--- src/rtl/seq_detector_moore_pkg.sv ---
// Shared types and limits for the parametrised Moore serial pattern detector.
package seq_det_pkg;

    typedef enum logic [1:0] {
        FILL  = 2'd0,
        ARMED = 2'd1,
        MATCH = 2'd2
    } seq_det_state_t;

    localparam int SEQ_DET_PAT_W_MIN = 2;
    localparam int SEQ_DET_PAT_W_MAX = 16;

endpackage

--- src/rtl/seq_detector_moore_if.sv ---
// Serial bit stream, pattern reload and match signalling between a bit source and the detector.
interface seq_detector_moore_if #(
    parameter int PAT_W = 3
);
    logic             in_valid;
    logic             x;
    logic             pat_load;
    logic [PAT_W-1:0] pat_in;
    logic             match;
    logic [PAT_W-1:0] pattern_q;

    modport master (
        output in_valid, x, pat_load, pat_in,
        input  match, pattern_q
    );

    modport slave (
        input  in_valid, x, pat_load, pat_in,
        output match, pattern_q
    );
endinterface

--- src/rtl/seq_detector_moore_sat_counter.sv ---
// Saturating up-counter with synchronous clear; clear wins over increment.
module sat_counter #(
    parameter int WIDTH = 8
) (
    input  logic             clk,
    input  logic             rst,
    input  logic             inc,
    input  logic             clr,
    output logic [WIDTH-1:0] count
);
    logic [WIDTH-1:0] count_q;
    logic [WIDTH-1:0] count_d;

    always_comb begin
        count_d = count_q;
        if (clr) begin
            count_d = '0;
        end else if (inc && (count_q != {WIDTH{1'b1}})) begin
            count_d = count_q + WIDTH'(1);
        end
    end

    always_ff @(posedge clk or posedge rst) begin
        if (rst) begin
            count_q <= '0;
        end else begin
            count_q <= count_d;
        end
    end

    assign count = count_q;
endmodule

--- src/rtl/seq_detector_moore.sv ---
// Moore serial pattern detector with run-time pattern reload and overlap select.
// Optional match counter (cnt_clr / match_cnt) is built when SEQ_DET_MATCH_CNT_EN is defined.
module seq_detector_moore
    import seq_det_pkg::*;
#(
    parameter int             PAT_W   = 3,
    parameter logic [PAT_W-1:0] PATTERN = 3'b101,
    parameter bit             OVERLAP = 1'b1,
    parameter int             CNT_W   = 8
) (
    input  logic                 clk,
    input  logic                 rst,
    seq_detector_moore_if.slave  bus
`ifdef SEQ_DET_MATCH_CNT_EN
    ,
    input  logic                 cnt_clr,
    output logic [CNT_W-1:0]     match_cnt
`endif
);
    localparam int FILL_W = $clog2(PAT_W + 1);
    localparam logic [FILL_W-1:0] FILL_FULL = FILL_W'(PAT_W);

    if (PAT_W < SEQ_DET_PAT_W_MIN || PAT_W > SEQ_DET_PAT_W_MAX || CNT_W < 1) begin : g_bad_param
        $error("seq_detector_moore: PAT_W must be within 2..16 and CNT_W positive");
    end

    seq_det_state_t    state_q, state_d;
    logic [PAT_W-1:0]  hist_q, hist_d;
    logic [FILL_W-1:0] fill_q, fill_d;
    logic [PAT_W-1:0]  pat_q, pat_d;
    logic [PAT_W-1:0]  nh;
    logic [FILL_W-1:0] nf;

    always_comb begin
        state_d = state_q;
        hist_d  = hist_q;
        fill_d  = fill_q;
        pat_d   = pat_q;
        nh      = {hist_q[PAT_W-2:0], bus.x};
        nf      = (fill_q == FILL_FULL) ? FILL_FULL : fill_q + FILL_W'(1);

        // A reload flushes history so a stale prefix can never complete the new pattern.
        if (bus.pat_load) begin
            pat_d   = bus.pat_in;
            hist_d  = '0;
            fill_d  = '0;
            state_d = FILL;
        end else if (bus.in_valid) begin
            hist_d = nh;
            if ((nf == FILL_FULL) && (nh == pat_q)) begin
                state_d = MATCH;
                if (OVERLAP) begin
                    fill_d = FILL_FULL;
                end else begin
                    fill_d = '0;
                    hist_d = '0;
                end
            end else begin
                fill_d  = nf;
                state_d = (nf == FILL_FULL) ? ARMED : FILL;
            end
        end else if (state_q == MATCH) begin
            state_d = (fill_q == FILL_FULL) ? ARMED : FILL;
        end
    end

    always_ff @(posedge clk or posedge rst) begin
        if (rst) begin
            state_q <= FILL;
            hist_q  <= '0;
            fill_q  <= '0;
            pat_q   <= PATTERN;
        end else begin
            state_q <= state_d;
            hist_q  <= hist_d;
            fill_q  <= fill_d;
            pat_q   <= pat_d;
        end
    end

    assign bus.match     = (state_q == MATCH);
    assign bus.pattern_q = pat_q;

`ifdef SEQ_DET_MATCH_CNT_EN
    logic cnt_inc;
    assign cnt_inc = (state_d == MATCH);

    sat_counter #(
        .WIDTH (CNT_W)
    ) u_match_cnt (
        .clk   (clk),
        .rst   (rst),
        .inc   (cnt_inc),
        .clr   (cnt_clr),
        .count (match_cnt)
    );
`endif
endmodule

--- src/flat_wrapper.sv ---
// flat-port wrapper written by rule: the top's interface ports become plain ports
module seq_detector_moore_flat import seq_det_pkg::*;
#(
    parameter int             PAT_W   = 3,
    parameter logic [PAT_W-1:0] PATTERN = 3'b101,
    parameter bit             OVERLAP = 1'b1,
    parameter int             CNT_W   = 8
)
  (clk, rst, bus_in_valid, bus_x, bus_pat_load, bus_pat_in, bus_match, bus_pattern_q);
  seq_detector_moore_if #(.PAT_W(PAT_W)) bus_i ();
  input  logic clk;
  input  logic rst;
  input wire logic [$bits(bus_i.in_valid)-1:0] bus_in_valid;
  input wire logic [$bits(bus_i.x)-1:0] bus_x;
  input wire logic [$bits(bus_i.pat_load)-1:0] bus_pat_load;
  input wire logic [$bits(bus_i.pat_in)-1:0] bus_pat_in;
  output wire logic [$bits(bus_i.match)-1:0] bus_match;
  output wire logic [$bits(bus_i.pattern_q)-1:0] bus_pattern_q;
  assign bus_i.in_valid = bus_in_valid;
  assign bus_i.x = bus_x;
  assign bus_i.pat_load = bus_pat_load;
  assign bus_i.pat_in = bus_pat_in;
  assign bus_match = bus_i.match;
  assign bus_pattern_q = bus_i.pattern_q;
  seq_detector_moore #(.PAT_W(PAT_W), .PATTERN(PATTERN), .OVERLAP(OVERLAP), .CNT_W(CNT_W)) u_core (.clk(clk), .rst(rst), .bus(bus_i));
endmodule
--- config.mk ---
export PLATFORM = sky130hd
export DESIGN_NAME = seq_detector_moore_flat
export DESIGN_NICKNAME = d
export VERILOG_FILES = /design/src/rtl/seq_detector_moore_pkg.sv /design/src/rtl/seq_detector_moore_if.sv /design/src/rtl/seq_detector_moore_sat_counter.sv /design/src/rtl/seq_detector_moore.sv /design/src/flat_wrapper.sv
export SDC_FILE = /design/constraint.sdc
export NUM_CORES = 1
export LEC_CHECK = 0
export ABC_CLOCK_PERIOD_IN_PS = 1600
export CAP_MARGIN = 20
export CORE_AREA = 2 2 39 41
export DETAILED_ROUTE_END_ITERATION = 8
export DIE_AREA = 0 0 41 43
export PLACE_DENSITY = 0.58
export SYNTH_ARGS = -nofsm -noshare
export SYNTH_HDL_FRONTEND = slang
export SYNTH_SLANG_ARGS = --single-unit
--- constraint.sdc ---
create_clock -name clk -period 1.6 [get_ports clk]
set_clock_uncertainty 0.05 [all_clocks]
set_input_delay 0.32 -clock clk [delete_from_list [all_inputs] [get_ports clk]]
set_output_delay 0.32 -clock clk [all_outputs]
set_load 0.01 [all_outputs]
; After elaboration in Yosys (flattened, before gate mapping)
; Index checks and enable logic that the tools add are counted.
; W data, S select, Z words.
[word_totals]
ff_bits = 9
latchBits = 0
mem_bits_rw = 0
mem_bits_ro = 0
input_bits = 8
output_inout_bits = 4
wordCells = 24
mem_count = 0
[classes]
add_sub_neg = 1
mul = 0
n_div = 0
magnitude_cmp = 0
eq_ne = 4
n_shift = 0
mux = 12
n_bitwise = 0
reduce_logical = 3
[op_table]
columns = op, count
row1 = $mux W2, 10
row2 = $eq A2 B2 Y1 const B, 3
row3 = $eq A3 B3 Y1, 1
row4 = $reduce_bool A3 Y1, 1
row5 = $add A2 B1 Y2 const B, 1
row6 = $mux W1, 2
row7 = $reduce_bool A2 Y1, 1
row8 = $logic_and A1 B1 Y1, 1

; Depth between registers and ports, before layout
[depth]
depth_word = 7
depth_mapped = 4

; Least setup slack after synthesis
; OpenSTA, ideal clock, no wires.
[synth_path]
path_kind = register -> register
start = reg u_core.pat_q[0] (netlist: u_core.bus.pattern_q[0])
end = reg u_core.state_q[0]
setup_ps = 104
arrival_time_ps = 1053
t_required_ps = 1446
setup_slack_ps = 394
path_stages_with_launch = 4
path_buffers = 0
synth_period_minus_slack_ps = 1206
cell_sequence = dfstp_2 > xnor2_1 > and4_4 > o41ai_2
[synth_via]
elab_chain_cells = 5
[synth_lines]
columns = item, line_no
row1 = from (decl), seq_detector_moore.sv:30  ; logic [PAT_W-1:0] pat_q, pat_d;
row2 = from (signal assigned), seq_detector_moore.sv:77  ; pat_q <= pat_d;
row3 = $eq A3 B3 Y1, seq_detector_moore.sv:50  ; if ((nf == FILL_FULL) && (nh == pat_q)) begin
row4 = $logic_and A1 B1 Y1, seq_detector_moore.sv:50
row5 = $mux W2, seq_detector_moore.sv:50
row6 = $mux W2, seq_detector_moore.sv:48  ; end else if (bus.in_valid) begin
row7 = $mux W2, seq_detector_moore.sv:43  ; if (bus.pat_load) begin
row8 = to (signal assigned), seq_detector_moore.sv:74  ; state_q <= state_d;
row9 = to (decl), seq_detector_moore.sv:27  ; seq_det_state_t state_q, state_d;
; No other way between the ends.
; A chain may end at the register's enable or synchronous reset.

; Final worst setup path
[layout_path]
start = reg u_core.pat_q[0] (netlist: u_core.bus.pattern_q[0])
end = out bus_pattern_q[0]
[layout_lines]
columns = item, line_no
row1 = to (decl), flat_wrapper.sv:18  ; output wire logic [$bits(bus_i.pattern_q)-1:0] bus_pattern_q;
; No word-level cell between the ends.

==> flow_summary.json <==
{
  "drive_gt1_frac": 0.288,
  "fp.dieW_um": 41,
  "num_io_pins": 12,
  "crit_required_ns": 1.23,
  "seq_area_frac_synth": 0.526,
  "netlist_area_sq_um": 433,
  "worstSetupStartpointType": "register",
  "powerDensity_mw_per_mm2": 876,
  "path_cells": "dlygate4sd2_1",
  "synth-xor-area-share": 0.0607,
  "arrival_ns": 1.08,
  "endpoint_kind": "output pin",
  "ys_warn_count": 0,
  "portBuffers": 11,
  "ant_nets": 0,
  "cap_violations": 0,
  "gp_congestion": 0.683,
  "core_sq_mm": 0.00138,
  "worstReg2RegEnd": "u_core.state_q[0]",
  "synth-compound-area-share": 0.0954,
  "wl_per_cell_um": 11.7,
  "ys_ff_latch": 9,
  "viasPerCell": 4.34,
  "syn_inst": 36,
  "cts_max_path_buffers": 2,
  "synth_top_family_by_area": "simple AND/OR/NAND/NOR gates",
  "drt_iter0_markers": 5,
  "critPathMaxStageDelay_ns": 0.55,
  "start_util": 0.313,
  "antenna_found_initial": 0,
  "reg2reg_from": "u_core.bus.pattern_q[0]",
  "yosys.area_share.simple": 0.130,
  "fin_crit_ns": 1.45,
  "crit_type": "reg2out",
  "grt_pass1_vias": 348,
  "grt_remaining_overflow": 0,
  "critical-path-top-delay-family": "flip-flops",
  "cp_max_fo": 3,
  "vias": 295,
  "avgSynthCellArea_sq_um": 12.0,
  "clock-sinks": 9,
  "die_y_um": 43,
  "cts-root-buf": "clkbuf_4",
  "clk_pin_slew_ns": 0.06,
  "postPlaceCellArea_sq_um": 569,
  "slew-limit-headroom": 0.774,
  "hpwlAfterDp_um": 617,
  "ys_types": 17,
  "rows": 14,
  "fin_area_sq_um": 594,
  "drc": 0,
  "clock_latency_ns": 0.26,
  "fin_setup_tns_ns": 0,
  "p_leak_nw": 0.278,
  "post-route-util": 0.429,
  "status": "complete, no violations",
  "fin_crit_sh": 0.907,
  "ir_drop_mv": 0.393,
  "cts_buffers": 3,
  "synth-adder-area-share": 0,
  "cts_tree": "yes",
  "ff2ff_path_depth": 3,
  "n_antenna_cell": 0,
  "rsz0062_at_grt": "false",
  "synth.area.mux_share": 0.124,
  "fmax_ghz": 0.689,
  "hold_path.class": "in2async",
  "first_pass_iters": 2,
  "syn_to_final_growth_pct": 37.3,
  "routed_wl_um": 795,
  "die_area_sq_mm": 0.00176,
  "hold_viol": 0,
  "grt_pass1_wl_um": 1410,
  "grt_max_degree": 10,
  "final_max_slew_viol_count": 0,
  "layout.nets": 61,
  "slowest_stage": "dfstp_2",
  "tightest_slew_ns": 0.339,
  "r2r_setup_slack_ns": 0.33,
  "grt_use_total": 0.125,
  "cts_max_level": 1,
  "synth.net_count": 44,
  "cp_num_buf_inv": 1,
  "layout_common_cells": "7 x clkdlybuf4s50_1, 7 x dfrtp_1, 5 x nor2_1",
  "hold_buffers": 0,
  "setup_viol": 0
}
-- stage by stage --
stage	std cells	hold slack (ns)	total power, mW	worst slack (ns)
after floorplan	36	0.0965	0.309	0.394
after global placement	64	0.443	0.353	0.0702
after detailed placement	64	0.450	0.353	0.0359
after CTS	68	0.270	0.532	0.0105
after global routing	68	0.277	0.553	0.0735
final	68	0.263	0.521	0.149
-- synth_stat cells --
library cell / count / area share
a21oi_1: 2 / 0.023
and4_4: 1 / 0.026
buf_2: 1 / 0.012
buf_6: 1 / 0.026
dfrtp_1: 7 / 0.40
dfstp_2: 2 / 0.12
inv_1: 3 / 0.026
mux2_2: 3 / 0.078
mux2i_1: 2 / 0.046
nand2_1: 1 / 0.0087
nor2_1: 5 / 0.043
nor2b_1: 1 / 0.014
nor3_1: 1 / 0.012
o2bb2ai_2: 1 / 0.035
o41ai_2: 1 / 0.038
or3b_4: 1 / 0.026
xnor2_1: 3 / 0.061
-- what timing repair did --
item,in CTS,in global routing
gates resized for setup,3,1
setup endpoints to repair,3,1
setup buffers,0,0
-- worst max-delay path by stage --
stage	startpoint	endpoint	slack (ns)	cells past startpoint
3_5_place_dp	bus_x	u_core.state_q[0]	0.04	4
6_report	u_core.bus.pattern_q[0]	bus_pattern_q[0]	0.15	1
4_1_cts	u_core.bus.pattern_q[1]	bus_pattern_q[1]	0.01	1
5_1_grt	u_core.state_q[0]	bus_match	0.07	2
2_1_floorplan	u_core.bus.pattern_q[0]	u_core.state_q[0]	0.39	3
3_3_place_gp	bus_x	u_core.state_q[0]	0.07	4
-- where the power goes --
group | switching [mW] | internal, mW
sequential | 0.0114 | 0.246
clock | 0.0813 | 0.0963
combinational | 0.0345 | 0.0511
-- kinds of logic (layout without fill, tap and decap cells) --
logic type / count (synthesis) / count (layout)
AO/OA/AOI/OAI: 4 / 4
XOR/XNOR: 3 / 3
buffers and inverters: 5 / 21
flip-flops: 9 / 9
multiplexers: 5 / 5
AND/OR/NAND/NOR: 10 / 10
-- layout make-up --
type / count / area [sq um]
Timing Repair Buffer: 14 / 131
Inverter: 3 / 11.3
Multi-Input combinational cell: 22 / 178
Fill cell: 134 / 790
Tap cell: 16 / 20.0
Clock buffer: 4 / 26.3
Sequential cell: 9 / 228
-- state kept, by name (all words and copies together), names as in the netlist --
signal,flops
u_core.state_q,2
u_core.fill_q,2
u_core.bus.pattern_q,3
u_core.hist_q,2
-- routing by layer --
metal / track usage / share of wire / routed length (um) / vias to the layer above
li1: - / - / - / 152
met3: 0.0157 / 0.064 / 51 / 0
met4: 0.100 / 0 / 0 / 0
met5: 0 / 0 / 0 / -
met2: 0.191 / 0.54 / 430 / 10
met1: 0.147 / 0.39 / 314 / 133
(Power assumes the default switching activity.)
==> RTL edit, RTL diff (same settings) <==
`PAT_W` is set to 3 in 3 places; all go to 4.
--- a/src/rtl/seq_detector_moore_if.sv
+++ b/src/rtl/seq_detector_moore_if.sv
@@ -1,6 +1,6 @@
 // Serial bit stream, pattern reload and match signalling between a bit source and the detector.
 interface seq_detector_moore_if #(
-    parameter int PAT_W = 3
+    parameter int PAT_W = 4
 );
     logic             in_valid;
     logic             x;
--- a/src/rtl/seq_detector_moore.sv
+++ b/src/rtl/seq_detector_moore.sv
@@ -3,7 +3,7 @@
 module seq_detector_moore
     import seq_det_pkg::*;
 #(
-    parameter int             PAT_W   = 3,
+    parameter int             PAT_W   = 4,
     parameter logic [PAT_W-1:0] PATTERN = 3'b101,
     parameter bit             OVERLAP = 1'b1,
     parameter int             CNT_W   = 8
--- a/src/flat_wrapper.sv
+++ b/src/flat_wrapper.sv
@@ -1,7 +1,7 @@
 // flat-port wrapper written by rule: the top's interface ports become plain ports
 module seq_detector_moore_flat import seq_det_pkg::*;
 #(
-    parameter int             PAT_W   = 3,
+    parameter int             PAT_W   = 4,
     parameter logic [PAT_W-1:0] PATTERN = 3'b101,
     parameter bit             OVERLAP = 1'b1,
     parameter int             CNT_W   = 8
Ports: changed (resized bus_pat_in and bus_pattern_q); port bits go from 12 to 14. The function was not compared with the original's and may differ.
==> RTL edit against the original RTL <==
  * Area after synthesis is 45% higher
  * Routed wire length grew 33%
  * Core utilization is 16 points higher
  * Sequential cell count increased by 3
  * Critical path depth unchanged
  * Non-clock buffer count increased by 2
  * Total power is 34% higher
  * Critical endpoint unchanged
  * Global-route usage increased by 3.3 points
  * Cell area grew 37%
  * Final cell count grew 28%
  * Setup slack lost 0.0057 ns
  * Highest routed layer unchanged
==> RTL edit: results (changes against the original RTL) <==
- Status: complete, no violations (unchanged)
- Pre-CTS setup slack: 0.002650 ns (was 0.03593 ns)
- Port-buffer cells: 13 (was 11)
- First-pass GRT wire length: 1842 um (was 1414 um)
- RR Startpoint: u_core.fill_q[0]$_DFFE_PP0P_ (was u_core.bus.pattern_q[0]$_DFFE_PP1P_)
- Non-Filler Instances: 87 (was 68)
- GR Util met3: 5.236% (was 1.571%)
- Final net count: 83 (was 61)
- Met1 usage: 19.93% (was 14.72%)
- Layout cell share with drive strength beyond 1: 16.90% (was 28.85%)
- M1 WL: 503 um (was 314 um)
- R2R depth: 5 (was 3)
- Largest register FFs: 4 (was 3)
- CTS Buffer Depth: 2 (unchanged)
- DRT iter0 DRCs: 2 (was 5)
- Synth area leaders: dfrtp_1, dfstp_2, mux2i_1, mux2_1, xor2_1 (was dfrtp_1, dfstp_2, mux2_2, xnor2_1, mux2i_1)
- Fill cells: 125 (was 134)
- Peak VDD IR: 0.0006827 V (was 0.0003932 V)
- Worst-Margin Slew: 0.4755 ns (was 0.3393 ns)
- Post-synthesis sequential area ratio: 48.21% (was 52.60%)
- Most instantiated cells after synthesis: dfrtp_1, nor2_1, mux2i_1 (was dfrtp_1, nor2_1, inv_1, mux2_2, xnor2_1)
- Met2 usage: 24.06% (was 19.06%)
- Post-Syn Instances: 53 (was 36)
- FF-to-FF setup slack: 0.16 ns (was 0.33 ns)
- Vias per cell: 4.931 (was 4.338)
- DR pass1 iterations: 4 (was 2)
- P_leak: 0.0004119 uW (was 0.0002780 uW)
- WL/cell: 12.18 um (was 11.69 um)
- DR WL met2: 520 um (was 430 um)
- Dpl cells: 83 (was 64)
- Yosys warns: 0 (unchanged)
- Vias in the first global route: 440 (was 348)
- Total Routing Usage GR: 15.78% (was 12.50%)
- Synth cell types: 22 (was 17)
RTL edit: cells by family (layout without fill, tap and decap cells):
kind of cell	after synthesis	in the layout	synth area share, %
and+or+nand+nor	14	14	12.95
DFF	12	12	48.21
muxes	9	9	15.14
AOI/OAI and AO/OA	6	6	8.764
buffers and inverters	6	24	5.378
xor gates and xnor gates	4	4	5.577
adders and majority gates	2	2	3.983
RTL edit: final cells by class:
class	count	area, um2	share of cell area (%)
clock buffer	4	36.28	4.448
inverter	4	15.01	1.840
multi-input combinational	35	291.5	35.74
sequential	12	302.8	37.12
tap	16	20.02	2.454
timing repair buffer	16	150.1	18.40
RTL edit: worst max path at each step:
| stage | endpoint | slack, ns | cells after the start |
|---|---|---|---|
| final | bus_pattern_q[0] | 0.14 | 1 |
| after global routing | u_core.state_q[0]$_DFFE_PP0P_ | 0.03 | 5 |
| after CTS | bus_pattern_q[1] | 0.002 | 1 |
| after detailed placement | u_core.state_q[0]$_DFFE_PP0P_ | 0.003 | 4 |
| after global placement | u_core.bus.pattern_q[3]$_DFFE_PP0P_ | 0.02 | 3 |
| after floorplan | u_core.state_q[0]$_DFFE_PP0P_ | 0.29 | 5 |
RTL edit: through the flow:
step	area [um2]	hold slack [ns]	power (uW)
after global placement	782.0	0.4786	476.3
after floorplan	628.1	0.1333	420.3
after global routing	815.8	0.3481	738.8
final	815.8	0.3122	695.9
after CTS	813.3	0.3083	714.0
after detailed placement	782.0	0.4868	477.1
RTL edit: what timing repair did:
item                       in CTS  in global routing
setup endpoints to repair       4                  1
setup buffers                   0                  0
resized for setup               4                  1
RTL edit: power breakdown:
part           switching (uW)  internal (uW)
Clock                    95.4            138
Combinational            58.7           63.3
Sequential               15.7            325
